--- src/rtl/waveform_sequencer.sv ---
// Note sequencer for the sine generator: queues {step, amp, dur} notes and plays them one by one.
// Optional inter-note silence is compiled in with `define SEQ_GAP_EN (GAP_CYCLES silent cycles).
module waveform_sequencer #(
    parameter int DEPTH      = 8,
    parameter int STEP_W     = 3,
    parameter int AMP_W      = 8,
    parameter int DUR_W      = 16,
    parameter int GAP_CYCLES = 4
) (
    input  logic                     Clock,
    input  logic                     Reset,
    input  logic                     note_valid,
    output logic                     note_ready,
    input  logic [STEP_W-1:0]        note_step,
    input  logic [AMP_W-1:0]         note_amp,
    input  logic [DUR_W-1:0]         note_dur,
    input  logic                     start,
    input  logic                     stop,
    output logic [STEP_W-1:0]        gen_step,
    output logic [AMP_W-1:0]         gen_amp,
    output logic                     gen_run,
    output logic                     busy,
    output logic                     done,
    output logic [$clog2(DEPTH):0]   fifo_count
);

    localparam int PTR_W   = $clog2(DEPTH);
    localparam int CNT_W   = PTR_W + 1;
    localparam int ENTRY_W = STEP_W + AMP_W + DUR_W;

    typedef enum logic [1:0] {
        S_IDLE,
        S_FETCH,
        S_PLAY
`ifdef SEQ_GAP_EN
        , S_GAP
`endif
    } state_t;

    state_t               state_reg, state_next;
    logic [PTR_W-1:0]     wr_ptr_reg, rd_ptr_reg;
    logic [CNT_W-1:0]     count_reg;
    logic [STEP_W-1:0]    gen_step_reg, gen_step_next;
    logic [AMP_W-1:0]     gen_amp_reg, gen_amp_next;
    logic                 gen_run_reg, gen_run_next;
    logic                 done_reg, done_next;
    logic                 busy_reg;
    logic [DUR_W-1:0]     dur_cnt_reg, dur_cnt_next;
    logic                 push, pop;

    logic [ENTRY_W-1:0]   mem [DEPTH];
    logic [ENTRY_W-1:0]   head;
    logic [STEP_W-1:0]    head_step;
    logic [AMP_W-1:0]     head_amp;
    logic [DUR_W-1:0]     head_dur;

`ifdef SEQ_GAP_EN
    localparam int GAP_W = (GAP_CYCLES > 0) ? $clog2(GAP_CYCLES + 1) : 1;
    logic [GAP_W-1:0]     gap_cnt_reg, gap_cnt_next;
`else
    // GAP_CYCLES only matters for the gap build; keep it referenced so the parameter list is uniform.
    if (GAP_CYCLES < 0) begin : g_gap_unused
    end
`endif

    assign note_ready = (count_reg < CNT_W'(DEPTH));
    assign push       = note_valid && note_ready;

    // Head is read combinationally so FETCH can load the generator in the same cycle it pops.
    assign head      = mem[rd_ptr_reg];
    assign head_step = head[ENTRY_W-1 -: STEP_W];
    assign head_amp  = head[DUR_W +: AMP_W];
    assign head_dur  = head[DUR_W-1:0];

    always_ff @(posedge Clock) begin
        if (push) begin
            mem[wr_ptr_reg] <= {note_step, note_amp, note_dur};
        end
    end

    always_comb begin
        state_next    = state_reg;
        gen_step_next = gen_step_reg;
        gen_amp_next  = gen_amp_reg;
        gen_run_next  = 1'b0;
        done_next     = 1'b0;
        dur_cnt_next  = dur_cnt_reg;
        pop           = 1'b0;
`ifdef SEQ_GAP_EN
        gap_cnt_next  = gap_cnt_reg;
`endif
        case (state_reg)
            S_IDLE: begin
                if (start && (count_reg != '0)) begin
                    state_next = S_FETCH;
                end
            end
            S_FETCH: begin
                pop           = (count_reg != '0);
                gen_step_next = head_step;
                gen_amp_next  = head_amp;
                dur_cnt_next  = (head_dur == '0) ? DUR_W'(1) : head_dur;
                gen_run_next  = 1'b1;
                state_next    = S_PLAY;
            end
            S_PLAY: begin
                gen_run_next = 1'b1;
                dur_cnt_next = dur_cnt_reg - DUR_W'(1);
                if (dur_cnt_reg == DUR_W'(1)) begin
                    gen_run_next = 1'b0;
                    if (count_reg != '0) begin
`ifdef SEQ_GAP_EN
                        if (GAP_CYCLES > 0) begin
                            state_next   = S_GAP;
                            gap_cnt_next = GAP_W'(GAP_CYCLES);
                            gen_amp_next = '0;
                        end else begin
                            state_next = S_FETCH;
                        end
`else
                        state_next = S_FETCH;
`endif
                    end else begin
                        state_next   = S_IDLE;
                        gen_amp_next = '0;
                        done_next    = 1'b1;
                    end
                end
            end
`ifdef SEQ_GAP_EN
            S_GAP: begin
                gen_amp_next = '0;
                gap_cnt_next = gap_cnt_reg - GAP_W'(1);
                if (gap_cnt_reg <= GAP_W'(1)) begin
                    state_next = S_FETCH;
                end
            end
`endif
            default: begin
                state_next = S_IDLE;
            end
        endcase

        // Abort wins over everything; queued notes stay, the current one is dropped.
        if (stop) begin
            state_next   = S_IDLE;
            gen_run_next = 1'b0;
            gen_amp_next = '0;
            done_next    = 1'b0;
            pop          = 1'b0;
        end
    end

    always_ff @(posedge Clock or posedge Reset) begin
        if (Reset) begin
            state_reg    <= S_IDLE;
            wr_ptr_reg   <= '0;
            rd_ptr_reg   <= '0;
            count_reg    <= '0;
            gen_step_reg <= '0;
            gen_amp_reg  <= '0;
            gen_run_reg  <= 1'b0;
            done_reg     <= 1'b0;
            busy_reg     <= 1'b0;
            dur_cnt_reg  <= '0;
`ifdef SEQ_GAP_EN
            gap_cnt_reg  <= '0;
`endif
        end else begin
            state_reg    <= state_next;
            gen_step_reg <= gen_step_next;
            gen_amp_reg  <= gen_amp_next;
            gen_run_reg  <= gen_run_next;
            done_reg     <= done_next;
            busy_reg     <= (state_next != S_IDLE);
            dur_cnt_reg  <= dur_cnt_next;
`ifdef SEQ_GAP_EN
            gap_cnt_reg  <= gap_cnt_next;
`endif
            if (push) begin
                wr_ptr_reg <= wr_ptr_reg + PTR_W'(1);
            end
            if (pop) begin
                rd_ptr_reg <= rd_ptr_reg + PTR_W'(1);
            end
            case ({push, pop})
                2'b10:   count_reg <= count_reg + CNT_W'(1);
                2'b01:   count_reg <= count_reg - CNT_W'(1);
                default: count_reg <= count_reg;
            endcase
        end
    end

    assign gen_step   = gen_step_reg;
    assign gen_amp    = gen_amp_reg;
    assign gen_run    = gen_run_reg;
    assign busy       = busy_reg;
    assign done       = done_reg;
    assign fifo_count = count_reg;

endmodule
--- config.mk ---
export PLATFORM = sky130hd
export DESIGN_NAME = waveform_sequencer
export DESIGN_NICKNAME = d
export VERILOG_FILES = /design/src/rtl/waveform_sequencer.sv
export SDC_FILE = /design/constraint.sdc
export NUM_CORES = 1
export LEC_CHECK = 0
export CORE_MARGIN = 5
export CORE_UTILIZATION = 52
export CTS_CLUSTER_DIAMETER = 150
export DETAILED_ROUTE_END_ITERATION = 16
export PLACE_DENSITY = 0.7
export SLEW_MARGIN = 20
export SYNTH_ARGS = -nofsm -noshare
export SYNTH_HDL_FRONTEND = slang
export SYNTH_SLANG_ARGS = --single-unit
--- constraint.sdc ---
create_clock -name Clock -period 2.99 [get_ports Clock]
set_clock_uncertainty 0.15 [all_clocks]
set_input_delay 0.299 -clock Clock [delete_from_list [all_inputs] [get_ports Clock]]
set_output_delay 0.299 -clock Clock [all_outputs]
set_load 0.01 [all_outputs]
# Word-level counts from Yosys, hierarchy flattened

Memory sizes are Yosys's and may differ from the RTL's.
Index checks and enable logic that the tools add are counted.

Register bits: 42
Memory bits (writable): 216
Output and inout port bits: 19
Logic and storage cells: 57
Memories: 1

Memories:

| name | depth | width | read ports | clocked after Yosys merged registers in | wr ports | line | RTL |
|---|---|---|---|---|---|---|---|
| mem  | 8     | 27    | 1          | 0                                       | 1        | 51   | `logic [ENTRY_W-1:0] mem [DEPTH];` |

$add $sub $neg: 5
Order comparisons: 1
Equality and inequality tests: 7
Muxes and demuxes: 23
Reduce and logical (&&, ||, !) cells: 10

Operators by type and width:

| kind                                               | number |
|---|---|
| case mux 16 bit (2 select lines)                   | 1 |
| two-way mux 8 bit                                  | 3 |
| == test 16 x 1 -> 1 bit, second input constant     | 1 |
| zero test 16 bit                                   | 1 |
| two-way mux 16 bit                                 | 1 |
| case mux 8 bit (2 select lines)                    | 1 |
| subtractor 16 x 1 -> 16 bit, second input constant | 1 |
| two-way mux 1 bit                                  | 11 |
| case mux 4 bit (2 select lines)                    | 1 |
| adder 3 x 1 -> 3 bit, second input constant        | 2 |
| two-way mux 2 bit                                  | 3 |
| inequality test 3 bit, second input constant       | 2 |
| case mux 2 bit (3 select lines)                    | 1 |
| nonzero test 2 bit                                 | 3 |
| adder 4 x 1 -> 4 bit, second input constant        | 1 |
| == test 2 x 1 -> 1 bit, second input constant      | 2 |
| == test 2 bit, second input constant               | 2 |
| less-than comparator 4 bit, second input constant  | 1 |
| nonzero test 4 bit                                 | 1 |
| subtractor 4 x 1 -> 4 bit, second input constant   | 1 |
| AND reduction 3 bit                                | 1 |
| nonzero test 3 bit                                 | 1 |
| logical AND 1 bit                                  | 2 |
| zero test 2 bit                                    | 1 |
| case mux 1 bit (2 select lines)                    | 1 |

# Depth between registers and ports, before layout

Depth in word-level cells: 6
Gate-level depth with buffers: 12
Mapped depth without buffers: 11

# Worst setup path before layout

OpenSTA, ideal clock, no wires.

Kind: reg-to-reg
Start: reg count_reg[3], in the netlist fifo_count[3]
End: mem mem[1][0] (netlist bit) (enable)
Data arrival time: 2.774 ns
Slack: -0.379 ns
Stages on the path, launching flop included: 4
Buffers on the path: 0
Cell sequence: dfrtp_1 -> nor2b_1 -> nand2_1 -> nor3_1

Longest elaborated chain between the ends: 4

Ends and longest elaborated chain:

| item                                    | line | RTL |
|---|---|---|
| start: declaration                      | 42   | `logic [CNT_W-1:0] count_reg;` |
| start signal: assignment                | 187  | `2'b10: count_reg <= count_reg + CNT_W'(1);` |
| start signal: assignment                | 188  | `2'b01: count_reg <= count_reg - CNT_W'(1);` |
| start signal: assignment                | 189  | `default: count_reg <= count_reg;` |
| less-than comparator 4 bit              | 66   | `assign note_ready = (count_reg < CNT_W'(DEPTH));` |
| logical AND 1 bit                       | 67   | `assign push = note_valid && note_ready;` |
| two-way mux 1 bit                       | 76   | `if (push) begin` |
| two-way mux 1 bit (not written as such) | 77   | `mem[wr_ptr_reg] <= {note_step, note_amp, note_dur};` |
| end: declaration                        | 51   |  |

No other way between the ends.

# Worst setup path in the final report

Start: reg state_reg[1]
End: reg count_reg[2], in the netlist fifo_count[2]

Longest elaborated chain between the ends: 5
Elaborated cells between the ends (all ways): 7
Classes of those cells: eq/ne: 3; mux: 3; reduce/logical: 1

Ends and longest elaborated chain:

| item                                                                         | line | RTL |
|---|---|---|
| start: declaration                                                           | 40   | `state_t state_reg, state_next;` |
| start signal: assignment                                                     | 170  | `state_reg <= state_next;` |
| == test 2 x 1 -> 1 bit (*)                                                   | 92   | `case (state_reg)` |
| two-way mux 1 bit (*)                                                        | 92   |  |
| two-way mux 1 bit (*)                                                        | 145  | `if (stop) begin` |
| named net pop                                                                | 49   | `logic push, pop;` |
| == test 2 x 1 -> 1 bit / == test 2 bit (equally long branches)               | 186  | `case ({push, pop})` |
| case mux 4 bit (2 select lines) / nonzero test 2 bit (equally long branches) | n/a  |  |

The timed path passes the listed nets; every way through them passes the cells marked *.
A chain may end at the register's enable or synchronous reset.

==> flow_summary_export.csv <==
group,metric,value,unit
status,status,"finished clean",
finish,fin_nets,685,
logic_synthesis,syn_nets,606,
detailed_routing,drtIter0Drc,509,
finish,layout_common_cells,"edfxtp_1, mux4_2, clkdlybuf4s50_1",
logic_synthesis,yosysWarnings,0,
hold_path,hp-class,"in -> async",
sta,rsz0062_at_grt,"false",
placed_design,place.gp.congestion,0.862,
sta,period_share,0.889,
logic_synthesis,synthAdderAreaFrac,0.0132,
clock_tree,postCtsSetupRepairBufs,0,
pwr,p_leak,4.24,nW
pwr,power_density,913,mW/mm2
floorplan,rows,51,
logic_synthesis,synth_cell_types,51,
setup_path,path_class,"reg -> reg",
pwr,max-vdd-ir-drop,0.535,mV
detailed_routing,avgRoutedWirePerCell,22.9,um
logic_synthesis,muxShareOfSynthArea,0.147,
clock_tree,postCtsHoldBufs,0,
setup_path,crit_fanout,11,
detailed_routing,drt_wl_total,21200,um
sta,finalMaxSlewViolations,0,
floorplan,die_y,152,um
setup_path,r2r_start,"state_reg[1]",
logic_synthesis,syn_area_per_cell,18.5,um2
finish,utilization,0.626,
setup_path,worstPathRequired,3.23,ns
logic_synthesis,synth_seq_area_share,0.724,
setup_path,end_kind,"flop",
global_route,antenna_found_initial,0,
setup_path,r2r_end,"fifo_count[2]",
logic_synthesis,synth_edf_count,216,
placed_design,place.port_buffers,50,
logic_synthesis,synth_top_family_by_area,"multiplexers",
finish,area.growth.synth_to_final,17.8,%
clock_tree,htreeDepth,1,
sta,fmax,376,MHz
clock_tree,cts_made_buffers,26,
logic_synthesis,synth-compound-area-share,0.0450,
setup_path,arrival,2.90,ns
sta,finalHoldViolCount,0,
logic_synthesis,synthFlopType,"edfxtp_1",
setup_path,start_kind,"flop",
setup_path,r2r_slack,0.33,ns
logic_synthesis,synth-seq-cells,258,
global_route,overflow,0,
detailed_routing,avgViaCountPerCell,6.00,
floorplan,die_x,152,um
clock_tree,clockBufferDepth,3,
clock_tree,clock_latency,0.51,ns
floorplan,core,0.0196,mm2
clock_tree,path_clk_slew,0.06,ns
placed_design,post-dp-hpwl,13400,um
clock_tree,cts_tree,"done",
finish,regArea,0.00754,mm2
logic_synthesis,syn-instance-count,563,
finish,final_common_cell,"edfxtp_1",
global_route,first_global_vias,5754,
floorplan,ios,51,
finish,diodes,0,
finish,drive_above_1_share,0.207,
floorplan,start_util,0.532,
logic_synthesis,synthXorXnorAreaFrac,0.00757,
detailed_routing,drc,0,
clock_tree,cts-root-buf,"clkbuf_16",
sta,relSlewSlack,0.392,
logic_synthesis,syn_area,0.0104,mm2
sta,min_period,2.66,ns
finish,multi_input_area,0.00273,mm2
flow_run,cap_violations,0,
sta,worst_pin_slew,0.907,ns
logic_synthesis,synthSimpleGateAreaFrac,0.0460,
sta,setup_viol,0,
clock_tree,cts_resized,0,
detailed_routing,vias,5565,
clock_tree,clkSinkCount,258,
finish,largest_register_ffs,216,
logic_synthesis,synthArstFlopShare,0.163,
detailed_routing,antenna_left,0,
floorplan,die-area,0.0230,mm2
global_route,groute.usage.overall,0.191,
sta,setup_tns,0,ns
global_route,grt_max_degree,40,
finish,num-fill-cells,1384,
global_route,grt_pass1_wl,33000,um
detailed_routing,firstDrtPassIters,6,
setup_path,ff2ff_path_depth,11,
==> synth_stat cells, drive strengths merged, types with 11 or more instances <==
cell type | instances | area [um2]
nand2 | 25 | 93.8
mux2i | 28 | 280
edfxtp | 216 | 6490
buf | 11 | 76.3
mux4 | 54 | 1220
ha | 11 | 138
o21ai | 14 | 70.1
nor4 | 13 | 81.3
clkbuf | 19 | 71.3
a21o | 11 | 82.6
dfrtp | 42 | 1050
nor2 | 13 | 48.8
a21oi | 11 | 55.1
==> layout make-up <==
type / count / share of cell area
clock buffer: 39 / 0.0612
clock inverter: 9 / 0.00765
inverter: 10 / 0.00306
multi-input combinational: 265 / 0.223
sequential: 258 / 0.615
tap: 265 / 0.0270
timing repair buffer: 81 / 0.0638
==> worst max-delay path by stage <==
stage / startpoint / endpoint
finish: state_reg[1] / fifo_count[2]
global route: state_reg[1] / fifo_count[2]
CTS: state_reg[1] / fifo_count[2]
detailed placement: state_reg[1] / fifo_count[2]
global placement: rd_ptr_reg[1] / dur_cnt_reg[0]
floorplan: state_reg[1] / fifo_count[2]
==> stage by stage <==
stage          cells  instance area [um2]  power, mW  hold slack (ns)  worst slack [ns]
4_1_cts          927                12300       11.3           0.0460             0.353
3_5_place_dp     879                11400       8.10            0.317             0.370
3_3_place_gp     879                11400       7.98            0.313             0.412
5_1_grt          927                12300       11.8           0.0888             0.121
6_report         927                12300       11.2           0.0271             0.331
2_1_floorplan    563                10400       7.06            0.248             0.284
==> logic make-up after synthesis <==
| family | after synthesis |
|---|---|
| XOR/XNOR | 9 |
| flip-flops | 258 |
| multiplexers | 85 |
| AND/OR/NAND/NOR | 92 |
| buffers and inverters | 40 |
| AO/OA/AOI/OAI | 68 |
| adder cells (fa/ha/maj) | 11 |
==> worst max-delay path, cell delays in order (launching register included) <==
cell	delay [ns]
dfrtp_1	0.41
inv_1	0.10
ha_1	0.18
inv_1	0.20
nor3_1	0.34
ha_1	0.35
xor2_1	0.10
ha_1	0.18
a21oi_1	0.16
xor2_1	0.16
nor2_1	0.07
xor2_1	0.14
==> power by group <==
part	total (mW)	internal (mW)	switching (mW)	leakage, nW
Clock	3.16	1.90	1.26	0.410
Sequential	4.83	4.41	0.422	2.46
Combinational	3.21	1.60	1.61	1.36
==> per-layer routing <==
metal	track usage	part of all wire	vias up	wire length (um)
li1	-	-	2438	-
met4	0.0553	0.022	0	468
met2	0.320	0.50	198	10600
met3	0.0274	0.060	46	1270
met1	0.264	0.42	2883	8830
met5	0	0	-	0
(Power assumes the default switching activity.)
